### config.mk
export PLATFORM = sky130hd
export DESIGN_NAME = pamac_booth_seq
export DESIGN_NICKNAME = d
export VERILOG_FILES = /design/src/rtl/pamac_booth_seq.sv
export SDC_FILE = /design/constraint.sdc
export NUM_CORES = 1
export LEC_CHECK = 0
export ABC_AREA = 1
export ABC_CLOCK_PERIOD_IN_PS = 4700
export CORE_AREA = 2 2 104 106
export DETAILED_ROUTE_END_ITERATION = 6
export DIE_AREA = 0 0 106 108
export PLACE_DENSITY = 0.75
export SLEW_MARGIN = 20
export SYNTH_ARGS = -nofsm -noshare
export SYNTH_HDL_FRONTEND = slang
export SYNTH_SLANG_ARGS = --single-unit
### constraint.sdc
create_clock -name clk -period 4.7 [get_ports clk]
set_clock_uncertainty 0.1 [all_clocks]
set_input_delay 0.94 -clock clk [delete_from_list [all_inputs] [get_ports clk]]
set_output_delay 0.94 -clock clk [all_outputs]
set_load 0.005 [all_outputs]
### src/rtl/pamac_booth_seq.sv
// Radix-4 Booth pre-encoder ahead of the PAMAC control path. It encodes both operands and
// issues the nonzero digits of the operand it picks, one per beat.
//   state   | meaning
//   S_IDLE  | waiting for an operand pair, in_ready high
//   S_ENC   | one cycle: register triplets, counts, select and remaining-digit mask
//   S_ISSUE | present one nonzero digit per beat until the last one is accepted
module pamac_booth_seq #(
  parameter int DATA_W   = 16,
  parameter int SEL_W    = 3,
  parameter int ETC_BITS = 4
) (
  input  logic                         clk,
  input  logic                         rst_n,
  input  logic                         in_valid,
  output logic                         in_ready,
  input  logic [DATA_W-1:0]            act_in,
  input  logic [DATA_W-1:0]            wgt_in,
  input  logic                         MDecomp,
  input  logic                         AWDecomp,
  output logic [3*(DATA_W/2)-1:0]      BPR_A,
  output logic [3*(DATA_W/2)-1:0]      BPR_W,
  output logic [ETC_BITS-1:0]          ETC_A,
  output logic [ETC_BITS-1:0]          ETC_W,
  output logic                         mul_sel,
  output logic [SEL_W-1:0]             BPEB_sel,
  output logic [ETC_BITS-1:0]          shift_amt,
  output logic                         term_valid,
  input  logic                         term_ready,
  output logic                         term_last,
  output logic                         zero_prod
);

  localparam int NUM_DIG = DATA_W / 2;
  localparam int TRIP_W  = 3 * NUM_DIG;

  typedef enum logic [1:0] {S_IDLE, S_ENC, S_ISSUE} state_t;

  function automatic logic [TRIP_W-1:0] booth_trip(input logic [DATA_W-1:0] x);
    logic [DATA_W:0]   ext;
    logic [TRIP_W-1:0] t;
    ext = {x, 1'b0};
    t   = '0;
    for (int i = 0; i < NUM_DIG; i++) t[3*i +: 3] = ext[2*i +: 3];
    return t;
  endfunction

  function automatic logic [NUM_DIG-1:0] nz_mask(input logic [TRIP_W-1:0] t);
    logic [NUM_DIG-1:0] m;
    m = '0;
    for (int i = 0; i < NUM_DIG; i++)
      m[i] = (t[3*i +: 3] != 3'b000) && (t[3*i +: 3] != 3'b111);
    return m;
  endfunction

  function automatic logic [ETC_BITS-1:0] pop(input logic [NUM_DIG-1:0] m);
    logic [ETC_BITS-1:0] c;
    c = '0;
    for (int i = 0; i < NUM_DIG; i++) c = c + ETC_BITS'(m[i]);
    return c;
  endfunction

  // Descending scan so the lowest set bit wins.
  function automatic logic [SEL_W-1:0] low_idx(input logic [NUM_DIG-1:0] m);
    logic [SEL_W-1:0] idx;
    idx = '0;
    for (int i = NUM_DIG - 1; i >= 0; i--) if (m[i]) idx = SEL_W'(i);
    return idx;
  endfunction

  state_t               state_q, state_d;
  logic [DATA_W-1:0]    act_q, act_d, wgt_q, wgt_d;
  logic                 md_q, md_d, aw_q, aw_d;
  logic [TRIP_W-1:0]    bpr_a_q, bpr_a_d, bpr_w_q, bpr_w_d;
  logic [ETC_BITS-1:0]  etc_a_q, etc_a_d, etc_w_q, etc_w_d;
  logic                 mul_sel_q, mul_sel_d;
  logic [NUM_DIG-1:0]   rem_mask_q, rem_mask_d;
  logic [SEL_W-1:0]     sel_q, sel_d;
  logic                 in_ready_q, in_ready_d;
  logic                 term_valid_q, term_valid_d;
  logic                 term_last_q, term_last_d;
  logic                 zero_prod_q, zero_prod_d;

  logic [TRIP_W-1:0]    trip_a, trip_w;
  logic [NUM_DIG-1:0]   mask_a, mask_w, enc_mask, mask_nx;
  logic [ETC_BITS-1:0]  cnt_a, cnt_w, enc_cnt;
  logic                 enc_sel;

  assign trip_a   = booth_trip(act_q);
  assign trip_w   = booth_trip(wgt_q);
  assign mask_a   = nz_mask(trip_a);
  assign mask_w   = nz_mask(trip_w);
  assign cnt_a    = pop(mask_a);
  assign cnt_w    = pop(mask_w);
  assign enc_sel  = md_q ? (cnt_a > cnt_w) : aw_q;
  assign enc_mask = enc_sel ? mask_w : mask_a;
  assign enc_cnt  = enc_sel ? cnt_w : cnt_a;
  assign mask_nx  = rem_mask_q & ~(NUM_DIG'(1) << sel_q);

  always_comb begin
    state_d      = state_q;
    act_d        = act_q;
    wgt_d        = wgt_q;
    md_d         = md_q;
    aw_d         = aw_q;
    bpr_a_d      = bpr_a_q;
    bpr_w_d      = bpr_w_q;
    etc_a_d      = etc_a_q;
    etc_w_d      = etc_w_q;
    mul_sel_d    = mul_sel_q;
    rem_mask_d   = rem_mask_q;
    sel_d        = sel_q;
    in_ready_d   = in_ready_q;
    term_valid_d = term_valid_q;
    term_last_d  = term_last_q;
    zero_prod_d  = zero_prod_q;
    case (state_q)
      S_IDLE: begin
        if (in_valid) begin
          act_d      = act_in;
          wgt_d      = wgt_in;
          md_d       = MDecomp;
          aw_d       = AWDecomp;
          in_ready_d = 1'b0;
          state_d    = S_ENC;
        end
      end
      S_ENC: begin
        bpr_a_d      = trip_a;
        bpr_w_d      = trip_w;
        etc_a_d      = cnt_a;
        etc_w_d      = cnt_w;
        mul_sel_d    = enc_sel;
        rem_mask_d   = enc_mask;
        sel_d        = low_idx(enc_mask);
        term_valid_d = 1'b1;
        term_last_d  = (enc_cnt <= ETC_BITS'(1));
        zero_prod_d  = (enc_cnt == '0);
        state_d      = S_ISSUE;
      end
      S_ISSUE: begin
        if (term_ready) begin
          rem_mask_d = mask_nx;
          if (term_last_q) begin
            sel_d        = '0;
            term_valid_d = 1'b0;
            term_last_d  = 1'b0;
            zero_prod_d  = 1'b0;
            in_ready_d   = 1'b1;
            state_d      = S_IDLE;
          end else begin
            sel_d       = low_idx(mask_nx);
            term_last_d = (pop(mask_nx) == ETC_BITS'(1));
          end
        end
      end
      default: begin
        in_ready_d   = 1'b1;
        term_valid_d = 1'b0;
        state_d      = S_IDLE;
      end
    endcase
  end

  always_ff @(posedge clk) begin
    if (!rst_n) begin
      state_q      <= S_IDLE;
      act_q        <= '0;
      wgt_q        <= '0;
      md_q         <= 1'b0;
      aw_q         <= 1'b0;
      bpr_a_q      <= '0;
      bpr_w_q      <= '0;
      etc_a_q      <= '0;
      etc_w_q      <= '0;
      mul_sel_q    <= 1'b0;
      rem_mask_q   <= '0;
      sel_q        <= '0;
      in_ready_q   <= 1'b1;
      term_valid_q <= 1'b0;
      term_last_q  <= 1'b0;
      zero_prod_q  <= 1'b0;
    end else begin
      state_q      <= state_d;
      act_q        <= act_d;
      wgt_q        <= wgt_d;
      md_q         <= md_d;
      aw_q         <= aw_d;
      bpr_a_q      <= bpr_a_d;
      bpr_w_q      <= bpr_w_d;
      etc_a_q      <= etc_a_d;
      etc_w_q      <= etc_w_d;
      mul_sel_q    <= mul_sel_d;
      rem_mask_q   <= rem_mask_d;
      sel_q        <= sel_d;
      in_ready_q   <= in_ready_d;
      term_valid_q <= term_valid_d;
      term_last_q  <= term_last_d;
      zero_prod_q  <= zero_prod_d;
    end
  end

  assign in_ready   = in_ready_q;
  assign BPR_A      = bpr_a_q;
  assign BPR_W      = bpr_w_q;
  assign ETC_A      = etc_a_q;
  assign ETC_W      = etc_w_q;
  assign mul_sel    = mul_sel_q;
  assign BPEB_sel   = sel_q;
  assign shift_amt  = ETC_BITS'({sel_q, 1'b0});
  assign term_valid = term_valid_q;
  assign term_last  = term_last_q;
  assign zero_prod  = zero_prod_q;

endmodule

==> impl_metrics.ini, run 1 <==
[outcome]
outcome = finished clean

[floorplanning]
core-area_um2 = 10200
ios = 106
initial_core_util_pct = 45.4
dieArea_um2 = 11400
die_w_um = 106
rows = 37
die_h_um = 108

[sta]
drv_slew = 0
hold_viol = 0
whs_ps = 372
period_minus_slack_ps = 4690
fmax_mhz = 213
maxSlewHeadroom_pct = 42.6
fin_ws_ps = 10.1
worst_pin_slew_ps = 859
grt_setup_unrepaired = yes
setup_viol = 0
fin_crit_sh_pct = 99.8

[worst_setup_path]
reg2reg_from = act_q[1]
critPathMaxFanout = 4
timing.rr.end = BPEB_sel[2]
critPathArrivalTime_ps = 4910
endpoint_kind = flop
cp-start-kind = flop
slowest_stage = dfxtp_2
cpMostUsedCell = buf_4
slowest_delay_ps = 350
criticalPathCategory = reg -> reg
ff2ff_path_depth = 34
r2r_slack_ps = 10
cp_data_required_time_ps = 4920

[placement]
io_buffers = 102
place_area_um2 = 5730
routabilityCongestion = 0.918
dpl.hpwl_mm = 9.18
post-place-ws_ps = -184

[drt]
drt_iter0_drc = 216
routedWlPerCell_um = 14.9
drt_wl_total_mm = 13.4
vias = 4604
post-route-drc-count = 0
antenna_left = 0
dr.pass1.iters = 5
viasPerCell = 5.10

[global_route]
grt_pass1_vias = 4614
grt_antenna_before_repair = 0
track_usage_pct = 24.1
grt_overflow_total = 0
grt_max_degree = 82
grt_pass1_wl_mm = 21.7

[worst_hold_path]
hold_start = rem_mask_q[3]
hold_path_end = rem_mask_q[3]
hold_class = reg -> reg
whs_path_depth = 2

[clock_network]
cts-root-buf = clkbuf_8
cts_tree = done
cts.sinks = 92
path_clk_slew_ps = 100
cts_buffers = 9
clock_path_buffers = 2
htree_levels = 3
hold_buffers = 0
insertion_delay_ps = 380

[job]
drv_cap = 0

[pwr]
power_w = 0.00380
leakage_nw = 2.72
p_clk_share_pct = 15.4
power_frac_seq_pct = 25.9
switchingPower_w = 0.00165
peakVddDrop_v = 0.000323
p_int_w = 0.00215
comb_power_share_pct = 58.6
swShare_pct = 43.3
p_per_area_nw_per_um2 = 606

[synth]
syn_inst = 644
ys_ff_latch = 92
yosys-top-cells-area = dfxtp_1 40%, o21ai_0 11%, nor2_1 9.2%, nand2_1 7.4%, a21oi_1 5.8%
netlist_area_um2 = 4650
yosysWarnings = 0
synth_top_area_share_pct = 39.6
synthArstFlopShare_pct = 0
syn_avg_cell_area_um2 = 7.22
synthDistinctLibCells = 34
synth_top_area_cell = dfxtp_1
synth-seq-area-share_pct = 39.6
ys.flop_type = dfxtp_1
synth_edf_count = 0

[finish]
drive_gt1_share_pct = 16.2
final_area_um2 = 6270
syn2layout_area_growth_pct = 35.0
final_net_count = 823
n_antenna_cell = 0
[state kept, by name, summed over array words and instances, names as in the netlist, 2 cells and up]
signal / count
BPR_A: 16
BPR_W: 16
act_q: 16
wgt_q: 16
rem_mask_q: 8
ETC_A: 4
ETC_W: 4
BPEB_sel: 3
state_q: 2
[cells in the final DEF (no fill, tap or decap), types with 8 or more instances in the layout]
cell type / Yosys / final
o21ai_0: 100 / 97
a21oi_1: 54 / 52
nand2_2: 8 / 13
nand3_1: 10 / 8
dfxtp_1: 92 / 83
buf_4: 20 / 50
dfxtp_2: 0 / 9
clkbuf_8: 0 / 10
clkdlybuf4s50_1: 0 / 101
nor2_1: 114 / 112
fa_1: 12 / 12
inv_2: 6 / 8
nand2_1: 92 / 87
ha_1: 12 / 10
inv_1: 61 / 58
[layout make-up]
type	instances	area, um2
multi-input cells	440	2390
inverters	67	259
repair buffers	151	1390
flip-flops and latches	92	1850
clock inverters	6	78.8
well taps	136	170
clock buffers	10	138
fillers	942	3960
[synth_stat cells, types with 2 or more instances]
cell type,number
fa_1,12
o21ai_2,3
o21ai_0,100
buf_4,20
nand3_1,10
o21ai_1,3
nor3_1,3
ha_1,12
dfxtp_1,92
nand2_2,8
o21bai_1,2
o211ai_1,6
inv_1,61
a21oi_2,3
nand2_1,92
nor2_2,2
inv_2,6
nor2_1,114
clkbuf_1,26
a21oi_1,54
nand4_1,2
[power by group through the flow]
stage	Clock, W	Sequential, W	Combinational (W)
finish	0.000587	0.000986	0.00223
global route	0.000627	0.00100	0.00247
CTS	0.000596	0.000982	0.00207
detailed placement	0	0.000997	0.00192
global placement	0	0.000994	0.00186
floorplan	0	0.000981	0.00131
[critical path: cells and delay by family, from the launching register on]
family	cells	cell delay [ps]
AOI/OAI and AO/OA	5	630
buffers and inverters	27	3320
DFF	1	350
and+or+nand+nor	2	240
[layer usage]
metal  vias up  GRT usage [%]  wire, um  share of wire (%)
li1       2285              -         -                  -
met1      2153           27.1      5620                 42
met2       143           44.5      6820                 51
met3        23           5.61       619                4.6
met4         0           9.02       347                2.6
met5         -              0         0                  0
[per-stage QoR]
stage	TNS [ps]	util (%)	instances
2_1_floorplan	0	-	646
3_3_place_gp	-14.6	56.0	856
3_5_place_dp	-1320	56.0	856
4_1_cts	0	60.4	901
5_1_grt	-1250	61.3	902
6_report	0	61.3	902
[how the worst max path moves through the flow]
stage | from | endpoint | slack [ps]
after floorplan | wgt_q[5] | term_last | 60
after global placement | wgt_q[6] | term_last | -10
after detailed placement | wgt_q[6] | term_last | -180
final | act_q[1] | BPEB_sel[2] | 10
after CTS | act_q[7] | BPEB_sel[2] | 2
after global routing | act_q[2] | term_last | -200
[timing repair]
item	in CTS	in global routing
gates resized for setup	12	28
endpoints found under the setup margin	13	13
setup buffers	28	1
pin swaps	10	14
cloned	1	0
[kinds of logic after synthesis]
family / count (synthesis) / synth area share [%]
AND/OR/NAND/NOR: 238 / 20.9
buffers and inverters: 115 / 11.1
AO/OA/AOI/OAI: 174 / 19.9
other: 1 / 0.0807
adder cells (fa/ha/maj): 24 / 8.40
flip-flops: 92 / 39.6
Note: power is estimated with default switching activity, not from simulation.
==> run 2: changes to the inputs <==
--- a/config.mk
+++ b/config.mk
@@ -10,6 +10,7 @@
 export CORE_AREA = 2 2 104 106
 export DETAILED_ROUTE_END_ITERATION = 6
 export DIE_AREA = 0 0 106 108
+export HOLD_SLACK_MARGIN = 0.12
 export PLACE_DENSITY = 0.75
 export SLEW_MARGIN = 20
 export SYNTH_ARGS = -nofsm -noshare
==> results of run 2 <==
Same layout as run 1: the final DEF is identical, and so are final timing and power.
==> run 3: changes to the inputs <==
--- a/config.mk
+++ b/config.mk
@@ -6,12 +6,12 @@
 export NUM_CORES = 1
 export LEC_CHECK = 0
 export ABC_AREA = 1
-export ABC_CLOCK_PERIOD_IN_PS = 4700
-export CORE_AREA = 2 2 104 106
+export ABC_CLOCK_PERIOD_IN_PS = 5050
+export CORE_AREA = 2 2 99 101
 export DETAILED_ROUTE_END_ITERATION = 6
-export DIE_AREA = 0 0 106 108
+export DIE_AREA = 0 0 101 103
 export HOLD_SLACK_MARGIN = 0.12
-export PLACE_DENSITY = 0.75
+export PLACE_DENSITY = 0.79
 export SLEW_MARGIN = 20
 export SYNTH_ARGS = -nofsm -noshare
 export SYNTH_HDL_FRONTEND = slang
==> constraint.sdc (replaced) <==
create_clock -name clk -period 5.05 [get_ports clk]
set_clock_uncertainty 0.1 [all_clocks]
set_input_delay 1.01 -clock clk [delete_from_list [all_inputs] [get_ports clk]]
set_output_delay 1.01 -clock clk [all_outputs]
set_load 0.005 [all_outputs]
==> impl_metrics.ini, run 3 (same netlist as run 1, synthesis figures left out) <==
[pwr]
comb_power_share_pct = 55.9
switchingPower_w = 0.00139
swShare_pct = 44.0
p_int_w = 0.00178
power_frac_seq_pct = 28.9
p_per_area_nw_per_um2 = 545
peakVddDrop_v = 0.000260
power_w = 0.00317
p_clk_share_pct = 15.2
leakage_nw = 2.46

[worst_setup_path]
cp_data_required_time_ps = 5250
critPathArrivalTime_ps = 4960
crit_family = adder cells
criticalPathCategory = reg -> reg
r2r_slack_ps = 300
critPathMaxFanout = 8
endpoint = BPEB_sel[2]
reg2reg_from = wgt_q[6]
cp-start-kind = flop
crit_chain = nor2_1, o21ai_2, inv_1, fa_1, fa_1, fa_1, inv_1, ha_1, fa_1, inv_1, ha_4, inv_1, o21bai_1, nand4_1, nand2_1, nand2_2, nand2_4, nand2_1, o21ai_2, nand2_1, nor3_2, o211ai_2, a21oi_2
endpoint_kind = flop
timing.rr.end = BPEB_sel[2]
path_buf_inv = 4
setup.worst_path.start = wgt_q[6]
ff2ff_path_depth = 23
slowest_stage = fa_1
critical_path_depth = 23
slowest_delay_ps = 550

[sta]
whs_ps = 371
period_minus_slack_ps = 4750
setup_viol = 0
fin_tns_setup_ps = 0
fin_crit_sh_pct = 94.2
maxSlewHeadroom_pct = 32.4
worst_pin_slew_ps = 1010
hold_viol = 0
fmax_mhz = 210
drv_slew = 0

[drt]
vias = 4357
drt_wl_total_mm = 12.0
wl_met2_mm = 6.20
viasPerCell = 5.22
post-route-drc-count = 0
dr.pass1.iters = 5
wl_met1_mm = 5.15
top_layer_used = met4
drt_iter0_drc = 172
routedWlPerCell_um = 14.4
antenna_left = 0
wl_met3_um = 561

[placement]
dpl.hpwl_mm = 8.78
io_buffers = 102
routabilityCongestion = 0.906
dp.cells = 815

[global_route]
grt_pass1_wl_mm = 19.9
grt_antenna_before_repair = 0
grt_max_degree = 82
grt_pass1_vias = 4240
track_usage_pct = 24.2
grt_overflow_total = 0

[floorplanning]
rows = 36
initial_core_util_pct = 49.1
die_h_um = 103
dieArea_um2 = 10400
core-area_um2 = 9460
ios = 106
die_w_um = 101

[clock_network]
cts-root-buf = clkbuf_8
path_clk_slew_ps = 90
clock_path_buffers = 2
cts_buffers = 9
cts_tree = done
cts.sinks = 92
htree_levels = 3
insertion_delay_ps = 370

[worst_hold_path]
hold_class = reg -> reg

[finish]
final_util_pct = 61.5
drive_gt1_share_pct = 8.89
n_antenna_cell = 0
layout_common_cells = 113 x nor2_1, 101 x clkdlybuf4s50_1, 98 x o21ai_0, 91 x nand2_1, 85 x dfxtp_1
final_net_count = 777
layout_commonest_cell = nor2_1
syn2layout_area_growth_pct = 25.1
seqCellArea_um2 = 1850
multi_input_area_um2 = 2330
stdcell_count = 834
n_fill_cell = 884

[outcome]
outcome = finished clean

[job]
drv_cap = 0
==> run 3: cell types whose count changed in the layout (fill, tap and decap cells not counted), moves of 2 or more <==
cell	delta
buf_4	-45
clkinvlp_4	+2
dfxtp_1	+2
dfxtp_2	-2
inv_1	+2
inv_8	-2
nand2_1	+4
nand2_2	-4
nand3_1	+2
nand3_2	-2
o21ai_1	+2
o21ai_4	-2
==> run 3: repair_timing <==
item,4_1_cts,5_1_grt
setup buffers,0,3
hold buffers,0,0
resized for setup,0,18
endpoints found under the hold margin,0,0
setup endpoints to repair,0,12
==> run 3: worst register-to-register path, stage by stage (launching register included) <==
cell      delay [ps]
dfxtp_1          380
nor2_1            70
o21ai_2          140
inv_1             70
fa_1             500
fa_1             450
fa_1             550
inv_1             50
ha_1             220
fa_1             510
inv_1             90
ha_4             280
inv_1             30
o21bai_1         130
nand4_1          100
nand2_1           80
nand2_2           80
nand2_4          120
nand2_1           80
o21ai_2           80
nand2_1          110
nor3_2           250
o211ai_2         120
a21oi_2          120
==> run 3: final cells by class <==
type                       count  share of cell area, %
clock buffer                  10                   2.37
timing repair buffer         106                   18.0
sequential                    92                   31.8
multi-input combinational    439                   40.1
tap                          114                   2.45
clock inverter                 6                  0.904
inverter                      67                   4.32
==> run 3: worst min-delay path by stage <==
stage / startpoint / end / cells past startpoint
floorplan: rem_mask_q[0] / rem_mask_q[0] / 2
detailed placement: rem_mask_q[5] / rem_mask_q[5] / 2
global placement: rem_mask_q[2] / rem_mask_q[2] / 2
finish: rem_mask_q[5] / rem_mask_q[5] / 2
CTS: rem_mask_q[6] / rem_mask_q[6] / 2
global route: rem_mask_q[2] / rem_mask_q[2] / 2
==> run 3: metrics by stage <==
stage / instance area (um2) / setup slack [ps]
6_report: 5820 / 295
3_3_place_gp: 5560 / 236
4_1_cts: 5750 / 83.5
3_5_place_dp: 5560 / 128
2_1_floorplan: 4660 / 414
5_1_grt: 5820 / -11.8
==> run 3: metal layers <==
layer / up-vias / track usage (%)
li1: 2194 / -
met1: 2034 / 30.2
met2: 118 / 44.1
met3: 11 / 4.00
met4: 0 / 5.61
met5: - / 0
==> run 3: power groups by stage <==
stage / registers, W / clock network [W] / logic, W
CTS: 0.000913 / 0.000486 / 0.00168
finish: 0.000917 / 0.000481 / 0.00177
global route: 0.000931 / 0.000516 / 0.00204
detailed placement: 0.000929 / 0 / 0.00167
floorplan: 0.000913 / 0 / 0.00122
global placement: 0.000925 / 0 / 0.00162
